[config.mk]
export PLATFORM = sky130hd
export DESIGN_NAME = sp_mem_arbiter
export DESIGN_NICKNAME = d
export VERILOG_FILES = /design/src/rtl/sp_mem_arb_pkg.sv /design/src/rtl/sp_mem_arb_sel.sv /design/src/rtl/sp_mem_arbiter.sv
export SDC_FILE = /design/constraint.sdc
export NUM_CORES = 1
export LEC_CHECK = 0
export BUFFER_PORTS_ARGS = -buffer_cell sky130_fd_sc_hd__buf_2
export CAP_MARGIN = 5
export CORE_AREA = 2 2 151 153
export DETAILED_ROUTE_END_ITERATION = 8
export DIE_AREA = 0 0 153 155
export HOLD_SLACK_MARGIN = 0.15
export MAX_ROUTING_LAYER = met4
export SYNTH_ARGS = -nofsm -noshare
export SYNTH_HDL_FRONTEND = slang
export SYNTH_SLANG_ARGS = --single-unit
[constraint.sdc]
create_clock -name clk -period 1.74 [get_ports clk]
set_input_delay 0.087 -clock clk [delete_from_list [all_inputs] [get_ports clk]]
set_output_delay 0.087 -clock clk [all_outputs]
set_load 0.05 [all_outputs]
[src/rtl/sp_mem_arb_pkg.sv]
// Shared types and constants for the two-port single-port-SRAM arbiter.
//   N_PORTS      : number of requesters (fixed at 2)
//   port_idx_t   : index of a requester port
//   mem_req_t    : one request payload at the default widths
package sp_mem_arb_pkg;

    localparam int unsigned N_PORTS            = 2;
    localparam int unsigned MEM_ADDR_WIDTH_DEF = 10;
    localparam int unsigned DATA_WIDTH_DEF     = 64;
    localparam int unsigned BE_WIDTH_DEF       = DATA_WIDTH_DEF / 8;

    typedef logic port_idx_t;

    typedef struct packed {
        logic [MEM_ADDR_WIDTH_DEF-1:0] addr;
        logic                          we;
        logic [BE_WIDTH_DEF-1:0]       be;
        logic [DATA_WIDTH_DEF-1:0]     wdata;
    } mem_req_t;

endpackage

[src/rtl/sp_mem_arb_sel.sv]
// Combinational winner select for the two-port memory arbiter.
// Ports:
//   req_i        : per-port request
//   owner_lock_i : lock request of the last-granted port
//   lock_cnt_i   : consecutive locked beats taken by the last-granted port
//   last_i       : last-granted port
//   valid_o      : some port wins this cycle
//   win_o        : winning port (meaningful when valid_o)
// Build option: SP_MEM_ARB_RR_EN selects round-robin for unlocked contention;
// otherwise port 0 has fixed priority.
module sp_mem_arb_sel
    import sp_mem_arb_pkg::*;
#(
    parameter int unsigned MAX_LOCK_BEATS = 8,
    parameter int unsigned CNT_W          = $clog2(MAX_LOCK_BEATS + 1)
) (
    input  logic [N_PORTS-1:0] req_i,
    input  logic               owner_lock_i,
    input  logic [CNT_W-1:0]   lock_cnt_i,
    input  port_idx_t          last_i,
    output logic               valid_o,
    output port_idx_t          win_o
);

    logic w_lock_open;

    assign w_lock_open = (lock_cnt_i < CNT_W'(MAX_LOCK_BEATS));

    always_comb begin
        valid_o = |req_i;
        win_o   = 1'b0;
        unique case (req_i)
            2'b01: win_o = 1'b0;
            2'b10: win_o = 1'b1;
            2'b11: begin
                if (owner_lock_i) begin
                    // Owner keeps the memory until its budget runs out, then
                    // the waiting port is guaranteed the next beat.
                    win_o = w_lock_open ? last_i : ~last_i;
                end else begin
`ifdef SP_MEM_ARB_RR_EN
                    win_o = ~last_i;
`else
                    win_o = 1'b0;
`endif
                end
            end
            default: win_o = 1'b0;
        endcase
    end

endmodule

[src/rtl/sp_mem_arbiter.sv]
// Two-requester arbiter in front of one single-port SRAM (1-cycle read latency).
// Ports:
//   clk, rst                  : clock, asynchronous active-high reset
//   req_i/lock_i              : per-port request and burst-lock request
//   addr_i/we_i/be_i/wdata_i  : per-port request payload
//   gnt_o                     : per-port grant (combinational)
//   rvalid_o, rdata_o         : per-port response valid, shared read data
//   mem_*                     : memory-side interface
// Build option: SP_MEM_ARB_RR_EN (see sp_mem_arb_sel) picks round-robin
// instead of port-0 fixed priority for unlocked contention.
module sp_mem_arbiter
    import sp_mem_arb_pkg::*;
#(
    parameter int unsigned MEM_ADDR_WIDTH = 10,
    parameter int unsigned DATA_WIDTH     = 64,
    parameter int unsigned MAX_LOCK_BEATS = 8
) (
    input  logic                                    clk,
    input  logic                                    rst,
    input  logic [N_PORTS-1:0]                      req_i,
    input  logic [N_PORTS-1:0]                      lock_i,
    input  logic [N_PORTS-1:0][MEM_ADDR_WIDTH-1:0]  addr_i,
    input  logic [N_PORTS-1:0]                      we_i,
    input  logic [N_PORTS-1:0][DATA_WIDTH/8-1:0]    be_i,
    input  logic [N_PORTS-1:0][DATA_WIDTH-1:0]      wdata_i,
    output logic [N_PORTS-1:0]                      gnt_o,
    output logic [N_PORTS-1:0]                      rvalid_o,
    output logic [DATA_WIDTH-1:0]                   rdata_o,
    output logic                                    mem_req_o,
    output logic [MEM_ADDR_WIDTH-1:0]               mem_addr_o,
    output logic                                    mem_we_o,
    output logic [DATA_WIDTH/8-1:0]                 mem_be_o,
    output logic [DATA_WIDTH-1:0]                   mem_wdata_o,
    input  logic [DATA_WIDTH-1:0]                   mem_rdata_i
);

    localparam int unsigned CNT_W = $clog2(MAX_LOCK_BEATS + 1);

    port_idx_t            r_last_q;
    logic [CNT_W-1:0]     r_lock_cnt_q;
    logic [CNT_W-1:0]     w_lock_cnt_d;
    logic [N_PORTS-1:0]   r_rvalid_q;
    logic                 w_any;
    logic                 w_grant;
    port_idx_t            w_win;

    sp_mem_arb_sel #(
        .MAX_LOCK_BEATS (MAX_LOCK_BEATS),
        .CNT_W          (CNT_W)
    ) u_sel (
        .req_i        (req_i),
        .owner_lock_i (lock_i[r_last_q]),
        .lock_cnt_i   (r_lock_cnt_q),
        .last_i       (r_last_q),
        .valid_o      (w_any),
        .win_o        (w_win)
    );

    // Reset is asynchronous, so the combinational grant path is gated too.
    assign w_grant = w_any & ~rst;

    always_comb begin
        gnt_o       = '0;
        mem_req_o   = 1'b0;
        mem_addr_o  = '0;
        mem_we_o    = 1'b0;
        mem_be_o    = '0;
        mem_wdata_o = '0;
        if (w_grant) begin
            gnt_o[w_win] = 1'b1;
            mem_req_o    = 1'b1;
            mem_addr_o   = addr_i[w_win];
            mem_we_o     = we_i[w_win];
            mem_be_o     = be_i[w_win];
            mem_wdata_o  = wdata_i[w_win];
        end
    end

    always_comb begin
        w_lock_cnt_d = '0;
        if (w_grant && lock_i[w_win]) begin
            if (w_win == r_last_q) begin
                w_lock_cnt_d = (r_lock_cnt_q < CNT_W'(MAX_LOCK_BEATS)) ?
                               r_lock_cnt_q + CNT_W'(1) : r_lock_cnt_q;
            end else begin
                w_lock_cnt_d = CNT_W'(1);
            end
        end
    end

    always_ff @(posedge clk or posedge rst) begin
        if (rst) begin
            r_last_q     <= 1'b1;
            r_lock_cnt_q <= '0;
            r_rvalid_q   <= '0;
        end else begin
            r_rvalid_q   <= gnt_o;
            r_lock_cnt_q <= w_lock_cnt_d;
            if (w_grant) begin
                r_last_q <= w_win;
            end
        end
    end

    assign rvalid_o = r_rvalid_q;
    assign rdata_o  = mem_rdata_i;

endmodule
==> flow_summary.ini <==
[timing]
fin_tns_setup_ns = -16.56
fmax_mhz = 503
layout_worst_path_cycle_share_pct = 114
relSlewSlack_pct = 75.6
grt_setup_unrepaired = true
final.setup.worst_slack_ns = -0.249
finalSetupViolCount = 86
slew_viol_final = 0
final-hold-violation-count = 0
finClkSkew_ns = 0.00251
hold_ws_ns = 0.158
period_needed_ns = 1.99
tightestPinTransition_ns = 0.364

[synth]
synth_cells = 391
synthesis.nets = 628
synth_cell_types = 34
synth_seq_cells = 7
ys_warn_count = 0
syn_avg_cell_area_um2 = 5.94
ys_seq_area_share_pct = 7.60
netlist_area_um2 = 2320

[setup_path]
cp_max_fo = 7
crit_path_start = r_last_q$_DFFE_PP1P_
critical_path_required_ns = 1.65
r2r_cells = 8
critPathLaunchType = flop
endpoint_kind = output port
endpoint = mem_wdata_o[44]
r2r-start = r_last_q$_DFFE_PP1P_
r2r-end = r_last_q$_DFFE_PP1P_
crit_arrival_ns = 1.90
critPathKind = flop to output port
reg2reg_slack_ns = -0.07

[grt]
grt_antenna_before_repair = 0
grt_overflow = 0
grt_max_degree = 52
grt_use_total_pct = 9.37
grt_pass1_vias = 3412
grt_pass1_wl_mm = 17.8

[floorplanning]
fp.dieW_um = 153
die_y_um = 155
start_util_pct = 10.4
io_pins = 388
core-area_um2 = 22200
core.rowCount = 55
dieArea_um2 = 23700

[placement]
dpl.hpwl_mm = 8.38
place_congestion = 0.732
place_area_um2 = 3840
port-buffer-count = 259

[cells_and_area]
fillers = 2460
final_cell_area_um2 = 4940
num_antenna_cells = 0
fin_nets = 832
area_growth_pct = 113
drive_above_1_share_pct = 67.3

[power]
leakage_nw = 2.27
power_mw = 2.42
ir_worst_vdd_mv = 0.279
p_per_area_nw_per_um2 = 490

[job]
drv_cap = 0

[detailed_routing]
routed_wl_mm = 12.3
viasPerCell = 4.06
drt-pass1-iter-count = 4
vias = 3572
drc = 0
wire_per_inst_um = 14.0
ant_nets = 0
first_iter_violations = 214

[worst_hold_path]
hold_class = input pin to flop

[cts]
cts_buffer_depth = 2
cts_tree = yes
numClockSinks = 7
insertion_delay_ns = 0.23
numCtsBuffers = 3
cts_root_buf = clkbuf_16
cts.reportedPaths.clkPinSlew_ns = 0.04
htree_levels = 1

[status]
status = finished with violations
violations = setup timing
==> cell type report <==
type	instances	area (um^2)	area share, %
timing repair buffer	300	2460	49.8
multi-input combinational	280	1860	37.6
tap	285	357	7.22
sequential	7	176	3.57
clock buffer	4	78.8	1.59
inverter	3	12.5	0.253
==> how the worst min path moves through the flow <==
stage               cells after the start                     endpoint       startpoint
global placement                        0                  rdata_o[37]  mem_rdata_i[37]
detailed placement                      0                  rdata_o[37]  mem_rdata_i[37]
finish                                  2        rvalid_o[0]$_DFF_PP0_              rst
floorplan                               2  r_lock_cnt_q[0]$_DFFE_PP0P_              rst
global route                            2        rvalid_o[0]$_DFF_PP0_              rst
CTS                                     3  r_lock_cnt_q[0]$_DFFE_PP0P_        lock_i[0]
==> registers in the layout (all words and copies together) (netlist names) <==
signal and cells:
r_last_q 1, rvalid_o 2, r_lock_cnt_q 4
==> through the flow <==
stage / instances / worst slack, ns / util [%]
2_1_floorplan: 391 / -0.245 / -
3_3_place_gp: 862 / -0.117 / 17.3
3_5_place_dp: 862 / -0.141 / 17.3
4_1_cts: 876 / -0.240 / 21.6
5_1_grt: 879 / -0.324 / 22.2
6_report: 879 / -0.249 / 22.2
==> power breakdown <==
group,internal [mW],switching [mW],total [mW],leakage (nW)
registers,0.174,0.00740,0.181,0.0917
logic,0.742,1.10,1.85,2.14
clock network,0.305,0.0898,0.395,0.0382
total,1.22,1.20,2.42,2.27
==> what timing repair did <==
action                                  in CTS  in global routing
hold buffers                                 1                  0
hold endpoints to repair                     5                  0
setup buffers                                3                  1
endpoints found under the setup margin      85                 88
pin swaps                                    8                  8
gates cloned                                 6                  2
gates resized for setup                    203                 22
==> kinds of logic after synthesis <==
| logic type | synth area share, % |
|---|---|
| AOI/OAI and AO/OA | 22.2 |
| xor gates and xnor gates | 0.755 |
| adders and majority gates | 0.539 |
| buffers and inverters | 30.4 |
| DFF | 7.60 |
| muxes | 0.863 |
| and+or+nand+nor | 37.7 |
==> critical path, stage by stage, from the launching register on <==
cell,delay (ns)
dfstp_2,0.55
nand3b_4,0.09
a31oi_4,0.20
buf_12,0.15
buf_16,0.14
buf_12,0.14
nand3_1,0.11
o21ai_2,0.09
buf_6,0.18
==> placed cells by master (no fill, tap or decap), types with 2 or more instances in the layout <==
cell,netlist,routed
buf_2,6,174
dfrtp_1,6,6
a21oi_1,2,2
buf_12,0,8
o21ai_4,0,8
buf_6,2,87
buf_4,72,16
nand2_1,86,86
clkbuf_16,0,5
nand3b_4,2,2
a31oi_1,2,2
nand3_4,0,5
o21ai_1,8,6
nand3_1,77,70
xnor2_1,2,2
nor2_1,5,5
buf_16,0,7
nand3_2,6,8
o21ai_2,6,69
buf_8,2,5
inv_1,2,2
mux2i_1,2,2
==> metal layers <==
| layer | wire (um) | track usage [%] | part of all wire, % | vias up |
|---|---|---|---|---|
| li1 | - | - | - | 1685 |
| met1 | 4470 | 10.1 | 36 | 1654 |
| met2 | 6410 | 16.7 | 52 | 193 |
| met3 | 1020 | 2.79 | 8.3 | 40 |
| met4 | 408 | 2.69 | 3.3 | 0 |
| met5 | 0 | - | 0 | - |
==> synthesized netlist by cell type <==
cell	n	area, um^2
nand2_1	86	323
nand3_1	77	385
buf_4	72	541
o21ai_0	69	345
clkbuf_1	19	71.3
o21ai_1	8	40.0
buf_2	6	30.0
dfrtp_1	6	150
nand3_2	6	60.1
o21ai_2	6	52.6
nor2_1	5	18.8
a21oi_1	2	10.0
a31oi_1	2	12.5
buf_6	2	22.5
buf_8	2	30.0
inv_1	2	7.51
mux2i_1	2	20.0
nand3b_4	2	40.0
xnor2_1	2	17.5
a311oi_1	1	8.76
a31oi_4	1	21.3
and2_1	1	6.26
and4_1	1	8.76
clkinv_1	1	3.75
dfstp_2	1	26.3
ha_1	1	12.5
nand2b_1	1	6.26
nand4b_1	1	8.76
nor2_2	1	6.26
nor2b_1	1	6.26
nor3_1	1	5.00
o2111ai_1	1	8.76
o21bai_1	1	7.51
o31ai_1	1	7.51
Note: power is estimated with default switching activity, not from simulation.
